--- src/rtl/mem_port_arbiter.sv ---
// MEM-stage data-memory arbiter: pipeline load/store vs debug/loader port,
// with stall generation, access timeout and debug anti-starvation.
module mem_port_arbiter #(
  parameter int TIMEOUT    = 64,
  parameter int STARVE_MAX = 4
) (
  input  logic        clk,
  input  logic        reset,
  input  logic        pipe_rd,
  input  logic        pipe_wr,
  input  logic [31:0] pipe_addr,
  input  logic [31:0] pipe_wdata,
  output logic        pipe_stall,
  output logic [31:0] pipe_rdata,
  output logic        pipe_err,
  input  logic        dbg_req,
  input  logic        dbg_we,
  input  logic [31:0] dbg_addr,
  input  logic [31:0] dbg_wdata,
  output logic        dbg_done,
  output logic [31:0] dbg_rdata,
  output logic        dbg_err,
  output logic        mem_req,
  output logic        mem_we,
  output logic [31:0] mem_addr,
  output logic [31:0] mem_wdata,
  input  logic        mem_ack,
  input  logic [31:0] mem_rdata
);

  localparam int TW = $clog2(TIMEOUT);
  localparam int SW = $clog2(STARVE_MAX + 1);

  typedef enum logic [1:0] {
    IDLE,
    PIPE,
    DBG
  } state_t;

  state_t        state;
  state_t        state_n;
  logic [TW-1:0] tcnt;
  logic [SW-1:0] starve_cnt;
  logic          pipe_done_q;
  logic          ill_q;

  logic pipe_any;
  logic pipe_pend;
  logic dbg_elig;
  logic starve_hit;
  logic tmo;
  logic pipe_win;
  logic dbg_win;
  logic fin;

  assign pipe_any   = pipe_rd | pipe_wr;
  assign pipe_pend  = pipe_any & ~pipe_done_q;
  assign dbg_elig   = dbg_req & ~dbg_done;
  assign starve_hit = (starve_cnt == SW'(STARVE_MAX));
  assign tmo        = (tcnt == TW'(TIMEOUT - 1));

  // Stall is forced low while reset is held so all outputs read zero.
  assign pipe_stall = reset & (pipe_pend | (state == PIPE));

  // Debug only overtakes a raw pipe request once starvation is reached.
  always_comb begin
    state_n  = state;
    pipe_win = 1'b0;
    dbg_win  = 1'b0;
    fin      = 1'b0;
    unique case (state)
      IDLE: begin
        dbg_win  = dbg_elig & (~pipe_any | starve_hit);
        pipe_win = pipe_pend & ~dbg_win;
        if (dbg_win)
          state_n = DBG;
        else if (pipe_win)
          state_n = PIPE;
      end
      PIPE, DBG: begin
        fin = mem_ack | tmo;
        if (fin)
          state_n = IDLE;
      end
      default: state_n = IDLE;
    endcase
  end

  always_ff @(posedge clk or negedge reset) begin
    if (!reset)
      state <= IDLE;
    else
      state <= state_n;
  end

  always_ff @(posedge clk or negedge reset) begin
    if (!reset) begin
      tcnt        <= '0;
      starve_cnt  <= '0;
      pipe_done_q <= 1'b0;
      ill_q       <= 1'b0;
      pipe_rdata  <= '0;
      pipe_err    <= 1'b0;
      dbg_done    <= 1'b0;
      dbg_rdata   <= '0;
      dbg_err     <= 1'b0;
      mem_req     <= 1'b0;
      mem_we      <= 1'b0;
      mem_addr    <= '0;
      mem_wdata   <= '0;
    end else begin
      pipe_done_q <= 1'b0;
      pipe_err    <= 1'b0;
      dbg_done    <= 1'b0;
      dbg_err     <= 1'b0;
      if (pipe_win || dbg_win) begin
        mem_req   <= 1'b1;
        tcnt      <= '0;
        mem_we    <= pipe_win ? pipe_wr : dbg_we;
        mem_addr  <= pipe_win ? pipe_addr : dbg_addr;
        mem_wdata <= pipe_win ? pipe_wdata : dbg_wdata;
        ill_q     <= pipe_win & pipe_rd & pipe_wr;
        if (dbg_win)
          starve_cnt <= '0;
        else if (dbg_req && !starve_hit)
          starve_cnt <= starve_cnt + SW'(1);
      end else if (fin) begin
        mem_req <= 1'b0;
        if (state == PIPE) begin
          pipe_done_q <= 1'b1;
          pipe_err    <= ~mem_ack | ill_q;
          if (!mem_ack)
            pipe_rdata <= '0;
          else if (!mem_we)
            pipe_rdata <= mem_rdata;
        end else begin
          dbg_done  <= 1'b1;
          dbg_err   <= ~mem_ack;
          dbg_rdata <= (mem_ack && !mem_we) ? mem_rdata : '0;
        end
      end else if (state != IDLE) begin
        tcnt <= tcnt + TW'(1);
      end
    end
  end

endmodule

--- config.mk ---
export PLATFORM = sky130hd
export DESIGN_NAME = mem_port_arbiter
export DESIGN_NICKNAME = d
export VERILOG_FILES = /design/src/rtl/mem_port_arbiter.sv
export SDC_FILE = /design/constraint.sdc
export NUM_CORES = 1
export LEC_CHECK = 0
export ABC_CLOCK_PERIOD_IN_PS = 2300
export CAP_MARGIN = 20
export CORE_MARGIN = 3
export CORE_UTILIZATION = 41
export CTS_CLUSTER_DIAMETER = 50
export DETAILED_ROUTE_END_ITERATION = 16
export PLACE_DENSITY_LB_ADDON = 0.05
export SLEW_MARGIN = 30
export SYNTH_ARGS = -nofsm -noshare
export SYNTH_HDL_FRONTEND = slang
export SYNTH_SLANG_ARGS = --single-unit
--- constraint.sdc ---
create_clock -name clk -period 2.3 [get_ports clk]
set_input_delay 0.23 -clock clk [delete_from_list [all_inputs] [get_ports clk]]
set_output_delay 0.23 -clock clk [all_outputs]
set_load 0.05 [all_outputs]
==> flow_summary.json, run 1 <==
{
  "status": "finished clean",
  "antenna_cells": 0,
  "wl_met1_mm": 7.242,
  "gp_congestion": 0.8350,
  "tns_ns": 0,
  "ys_seq_area_share_pct": 57.37,
  "critPathLaunchType": "flop",
  "cts.clk_slew.worst_paths_ns": 0.06,
  "drv_slew": 0,
  "tightestPinTransition_ns": 0.5845,
  "synthTopCellsByArea": "dfrtp_1 57%, mux2i_1 8.5%, a21oi_1 5.3%",
  "synthCells": 590,
  "met3WireLength_mm": 1.703,
  "finalHoldViolations": 0,
  "p_total_mw": 14.91,
  "synth_nets": 762,
  "avgSynthCellArea_sq_um": 10.79,
  "gr-total-overflow": 0,
  "power_density_nw_per_um2": 1459,
  "multiInputGateArea_sq_um": 2374,
  "fin_nets": 1057,
  "hp-class": "in2reg",
  "die-area_sq_um": 17060,
  "final.period_utilization_pct": 90.24,
  "arrival_ns": 2.43,
  "leakage_nw": 4.196,
  "htreeDepth": 4,
  "place_area_sq_um": 9617,
  "end_kind": "flop",
  "finish.utilization_pct": 68.76,
  "fmax_mhz": 481.8,
  "grt_first_pass_wirelength_mm": 29.15,
  "synth_edf_count": 0,
  "synth_cell_type_count": 45,
  "fp.dieW_um": 130.6,
  "synth_top_cell_by_area": "dfrtp_1",
  "grt_max_degree": 98,
  "yosysMostFrequentCell": "dfrtp_1",
  "vias": 5582,
  "track_usage_pct": 21.96,
  "peakVddDrop_uv": 996.2,
  "rows": 44,
  "path_class": "reg2reg",
  "async_flop_share_pct": 100.0,
  "slew_headroom_pct": 60.91,
  "drtIter0Drc": 197,
  "initial_core_util_pct": 42.85,
  "critPathRequiredTime_ns": 2.65,
  "finalWirelength_mm": 18.67,
  "grt_pass1_vias": 5813,
  "antenna_found_initial": 0,
  "fin_worst_skew_ns": 0.01077,
  "holdWs_ns": 0.3828,
  "cts_tree": "built",
  "die_h_um": 130.6,
  "ios": 301,
  "placeableCoreArea_sq_um": 14860,
  "ys_ff_latch": 146,
  "wire_per_inst_um": 17.27,
  "clock_path_buffers": 2,
  "final.min_clock_period_ns": 2.075,
  "drcViolationCount": 0,
  "hpwl_mm": 13.57,
  "grt_setup_unrepaired": "no",
  "crit_fanout": 31,
  "cts_buffers": 17,
  "cp_slowest_stage_delay_ns": 0.38,
  "synth_commonest_cells": "146 x dfrtp_1, 69 x nor2_1, 67 x a21oi_1",
  "io_buffers": 300,
  "fillers": 1095,
  "path_cells": "inv_1 > ha_1 > a2bb2oi_4 > a2bb2oi_2 > and4_1 > buf_4 > a22o_1",
  "yosys_warnings": 0,
  "synth_ff_type": "dfrtp_1",
  "final_area_sq_um": 10220,
  "synth_area_sq_um": 6369,
  "synth_top_area_share_pct": 57.37,
  "clock-sinks": 146,
  "setup_viol": 0,
  "seq_area_sq_um": 3654,
  "met2_length_mm": 9.319,
  "drtAntennaViolNets": 0,
  "drt-pass1-iter-count": 4,
  "maxCapViolCount": 0,
  "slowest_stage": "dfrtp_1",
  "drive_gt1_share_pct": 6.689,
  "area_growth_pct": 60.49,
  "viasPerCell": 5.164,
  "clockRootBuffer": "clkbuf_16",
  "clkLatencyLatePin_ns": 0.42,
  "top_layer_used": "met4"
}
[cell usage in the layout (no fill, tap or decap), types with 3 or more instances in the layout]
cell             instances
clkbuf_16               17
o211ai_1                 5
dfrtp_1                146
clkdlybuf4s50_1        298
mux2i_1                 54
bufinv_16                3
xnor2_1                  6
a21oi_1                 67
nor2_1                  69
buf_12                   7
inv_1                   39
clkinv_2                 4
nand2_1                 37
o21ai_0                  3
a22o_1                  37
o22ai_1                 45
ha_1                     4
buf_4                   10
and3_1                   3
[sequential cells by signal (all words and copies together), names as in the netlist]
register     flops
dbg_err          1
mem_req          1
ill_q            1
dbg_done         1
starve_cnt       3
pipe_rdata      32
pipe_done_q      1
mem_we           1
pipe_err         1
tcnt             6
mem_addr        32
dbg_rdata       32
mem_wdata       32
state            2
[timing repair]
item | CTS | global route
gates resized for setup | 0 | 0
buffers inserted | 0 | 0
endpoints found under the hold margin | 49 | 0
hold buffers | 1 | 0
[area by class of cell]
class	count	area share, %
Tap cell	184	2.252
Multi-Input combinational cell	363	23.22
Inverter	40	1.469
Timing Repair Buffer	317	31.50
Clock inverter	10	1.310
Clock buffer	21	4.505
Sequential cell	146	35.74
[worst max-delay path: cells and delay by family (launching register included)]
kind / cells / cell delay, ns
and+or+nand+nor: 1 / 0.22
adders and majority gates: 1 / 0.25
AOI/OAI and AO/OA: 3 / 0.75
DFF: 1 / 0.38
buffers and inverters: 2 / 0.39
[final timing paths]
kind / from / to / slack (ns) / cells after the start
worst max-delay path: starve_cnt[0] / pipe_rdata[4] / 0.22 / 7
worst min-delay path: pipe_addr[18] / mem_addr[18] / 0.38 / 3
worst max register to register: starve_cnt[0] / pipe_rdata[4] / 0.22 / 7
worst min register to register: pipe_rdata[12] / pipe_rdata[12] / 0.50 / 1
max in group asynchronous: reset / dbg_rdata[21] / 1.03 / 3
min in group asynchronous: reset / pipe_done_q / 0.39 / 2
[layer usage]
metal / track usage, % / vias up
met2: 37.86 / 239
met5: 0 / -
li1: - / 2648
met4: 8.530 / 0
met3: 7.520 / 25
met1: 25.19 / 2670
[stage by stage]
stage / setup WS (ns) / instances
after floorplan: 0.4368 / 590
after global placement: 0.1346 / 1049
after detailed placement: 0.06517 / 1049
after CTS: 0.2278 / 1081
after global routing: 0.08952 / 1081
final: 0.2245 / 1081
[power by group]
| part | leakage, nW | switching [mW] | internal [mW] |
|---|---|---|---|
| clock network | 0.289 | 1.02 | 1.75 |
| registers | 1.80 | 0.554 | 3.51 |
| logic | 2.11 | 5.25 | 2.83 |
| total | 4.20 | 6.82 | 8.09 |
[logic make-up (layout without fill, tap and decap cells)]
| kind of cell | after synthesis | count (layout) | synth area share [%] |
|---|---|---|---|
| muxes | 55 | 55 | 8.664 |
| buffers and inverters | 81 | 388 | 5.776 |
| adders and majority gates | 5 | 5 | 0.9823 |
| AOI/OAI and AO/OA | 170 | 170 | 17.88 |
| and+or+nand+nor | 127 | 127 | 8.507 |
| DFF | 146 | 146 | 57.37 |
| xor gates and xnor gates | 6 | 6 | 0.8251 |
No activity file was read; power rests on OpenSTA's default activity.
==> inputs of run 2 (changes only) <==
- ABC_AREA: unset -> 1
- ABC_CLOCK_PERIOD_IN_PS: 2300 -> 2640
- CORE_UTILIZATION: 41 -> 46
- clock period: 2.3 -> 2.64 ns (I/O delays scaled with it)
==> flow_summary.json, run 2 <==
{
  "final_cells": 1390,
  "ios": 301,
  "finalWirelength_mm": 21.34,
  "clock_path_buffers": 2,
  "maxCapViolCount": 0,
  "hp-class": "in2async",
  "rows": 44,
  "reg2reg_slack_ns": 0.55,
  "viasPerCell": 4.803,
  "drtAntennaViolNets": 0,
  "postCtsHoldBufs": 0,
  "die-area_sq_um": 16720,
  "clock-sinks": 146,
  "cts_buffers": 17,
  "area_growth_pct": 52.66,
  "reg2reg_to": "pipe_rdata[9]",
  "drt-pass1-iter-count": 6,
  "finish.utilization_pct": 72.63,
  "final_cell_mix": "374 x nand2_1, 298 x clkdlybuf4s50_1, 146 x dfrtp_1",
  "leakage_nw": 5.484,
  "rr_worst_depth": 7,
  "holdWs_ns": -0.05277,
  "synth_commonest_cells": "374 x nand2_1, 146 x dfrtp_1, 132 x nand3_1",
  "async_flop_share_pct": 100.0,
  "io_buffers": 300,
  "power_density_nw_per_um2": 1326,
  "gp_congestion": 0.7922,
  "cts_resized": 0,
  "final_common_cell": "nand2_1",
  "finalHoldViolations": 33,
  "wire_per_inst_um": 15.35,
  "setup_viol": 0,
  "ys_seq_area_share_pct": 52.25,
  "grt_first_pass_wirelength_mm": 33.47,
  "grt_max_degree": 147,
  "tightestPinTransition_ns": 0.8146,
  "drv_slew": 0,
  "arrival_ns": 1.87,
  "hpwl_mm": 15.18,
  "synth_cell_type_count": 24,
  "p_clk_share_pct": 15.8,
  "final_area_sq_um": 10680,
  "critPathRequiredTime_ns": 2.38,
  "p_sw_share_pct": 49.78,
  "grt_pass1_vias": 6525,
  "setup.worst_path.start": "state[1]",
  "combPwrFrac_pct": 57.8,
  "final.period_utilization_pct": 80.99,
  "die_h_um": 129.3,
  "cts.clk_slew.worst_paths_ns": 0.06,
  "avgSynthCellArea_sq_um": 7.727,
  "clockRootBuffer": "clkbuf_16",
  "cts_setup_buffers": 0,
  "seq_area_sq_um": 3654,
  "crit_path_end": "pipe_stall",
  "synth_edf_count": 0,
  "pre_cts_ws_ns": 0.3955,
  "synthTopCellsByArea": "dfrtp_1 52%, nand2_1 20%, nand3_1 9.4%",
  "ys_ff_latch": 146,
  "placeableCoreArea_sq_um": 14700,
  "fp.dieW_um": 129.3,
  "final.min_clock_period_ns": 2.138,
  "tns_ns": 0,
  "multiInputGateArea_sq_um": 2640,
  "fin_nets": 1364,
  "synthCells": 905,
  "drtIter0Drc": 305,
  "initial_core_util_pct": 47.57,
  "timing.final.ws_setup_ns": 0.5019,
  "r2r_start": "tcnt[0]",
  "drive_gt1_share_pct": 5.228,
  "critPathLaunchType": "flop",
  "end_kind": "output pin",
  "fillers": 1184,
  "synth_nets": 1077,
  "yosys_warnings": 0,
  "drcViolationCount": 0,
  "peakVddDrop_uv": 785.0,
  "antenna_found_initial": 0,
  "crit_fanout": 4,
  "synth_top_cell_by_area": "dfrtp_1",
  "yosysMostFrequentCell": "nand2_1",
  "synth_area_sq_um": 6993,
  "cts_tree": "built",
  "fmax_mhz": 467.7,
  "synth_top_area_share_pct": 52.25,
  "track_usage_pct": 25.53,
  "p_int_mw": 7.108,
  "fin_worst_skew_ns": 0.007203,
  "htreeDepth": 4,
  "synth_ff_type": "dfrtp_1",
  "clkLatencyLatePin_ns": 0.43,
  "switchingPower_mw": 7.046,
  "place_area_sq_um": 10120,
  "path_class": "reg2out",
  "grt_setup_unrepaired": "no",
  "gr-total-overflow": 0,
  "violations": "hold timing",
  "slew_headroom_pct": 45.69,
  "p_total_mw": 14.15,
  "post-place-cells": 1357,
  "p_seq_share_pct": 26.3,
  "vias": 6676,
  "status": "finished with violations"
}
-- run 2: changes by cell type after synthesis, sizes merged, moves of 21 or more --
cell,previous run,this run
a22o,37,0
o21ai,5,26
nand3,2,136
inv,40,108
a21oi,67,4
buf,15,36
o22ai,46,0
nand2,37,376
nor2,70,42
mux2i,54,0
-- run 2: power by group through the flow --
stage	Sequential (mW)	Clock, mW	Combinational (mW)
global placement	3.73	0	8.17
floorplan	6.82	0	2.28
CTS	3.73	2.27	8.26
global route	3.85	2.37	8.75
finish	3.73	2.24	8.19
detailed placement	3.74	0	8.23
-- run 2: cell type report --
cell class | count | share of cell area (%)
sequential | 146 | 34.22
multi-input combinational | 603 | 24.73
clock inverter | 8 | 0.4923
inverter | 108 | 3.797
timing repair buffer | 316 | 29.88
clock buffer | 24 | 4.700
antenna | 1 | 0.02344
tap | 184 | 2.157
-- run 2: how the worst min path moves through the flow --
stage	startpoint	endpoint
2_1_floorplan	reset	dbg_done
3_3_place_gp	pipe_rdata[18]	pipe_rdata[18]
3_5_place_dp	dbg_rdata[31]	dbg_rdata[31]
4_1_cts	reset	pipe_rdata[23]
5_1_grt	reset	pipe_rdata[23]
6_report	reset	dbg_rdata[21]
-- run 2: cell families (layout without fill, tap and decap cells) --
family	Yosys count	count (layout)	synth area share, %
xor+xnor	4	4	0.5009
fa+ha+maj	5	5	0.8946
simple gates	561	561	33.62
compound gates	33	33	2.684
flops	146	146	52.25
other cells	0	1	0
buf+inv	156	456	10.06
-- run 2: layer usage --
| layer | GRT usage (%) | vias up | routed length (um) |
|---|---|---|---|
| met3 | 9.975 | 36 | 2050 |
| li1 | - | 3351 | - |
| met5 | 0 | - | 0 |
| met2 | 42.41 | 228 | 10410 |
| met1 | 30.03 | 3061 | 8323 |
| met4 | 9.636 | 0 | 561 |
-- run 2: critical path, stage by stage (launching register included) --
cell and delay, ns:
dfrtp_1 0.37, inv_1 0.08, ha_1 0.29, inv_2 0.09, a21boi_0 0.18, dlymetal6s2s_1 0.44
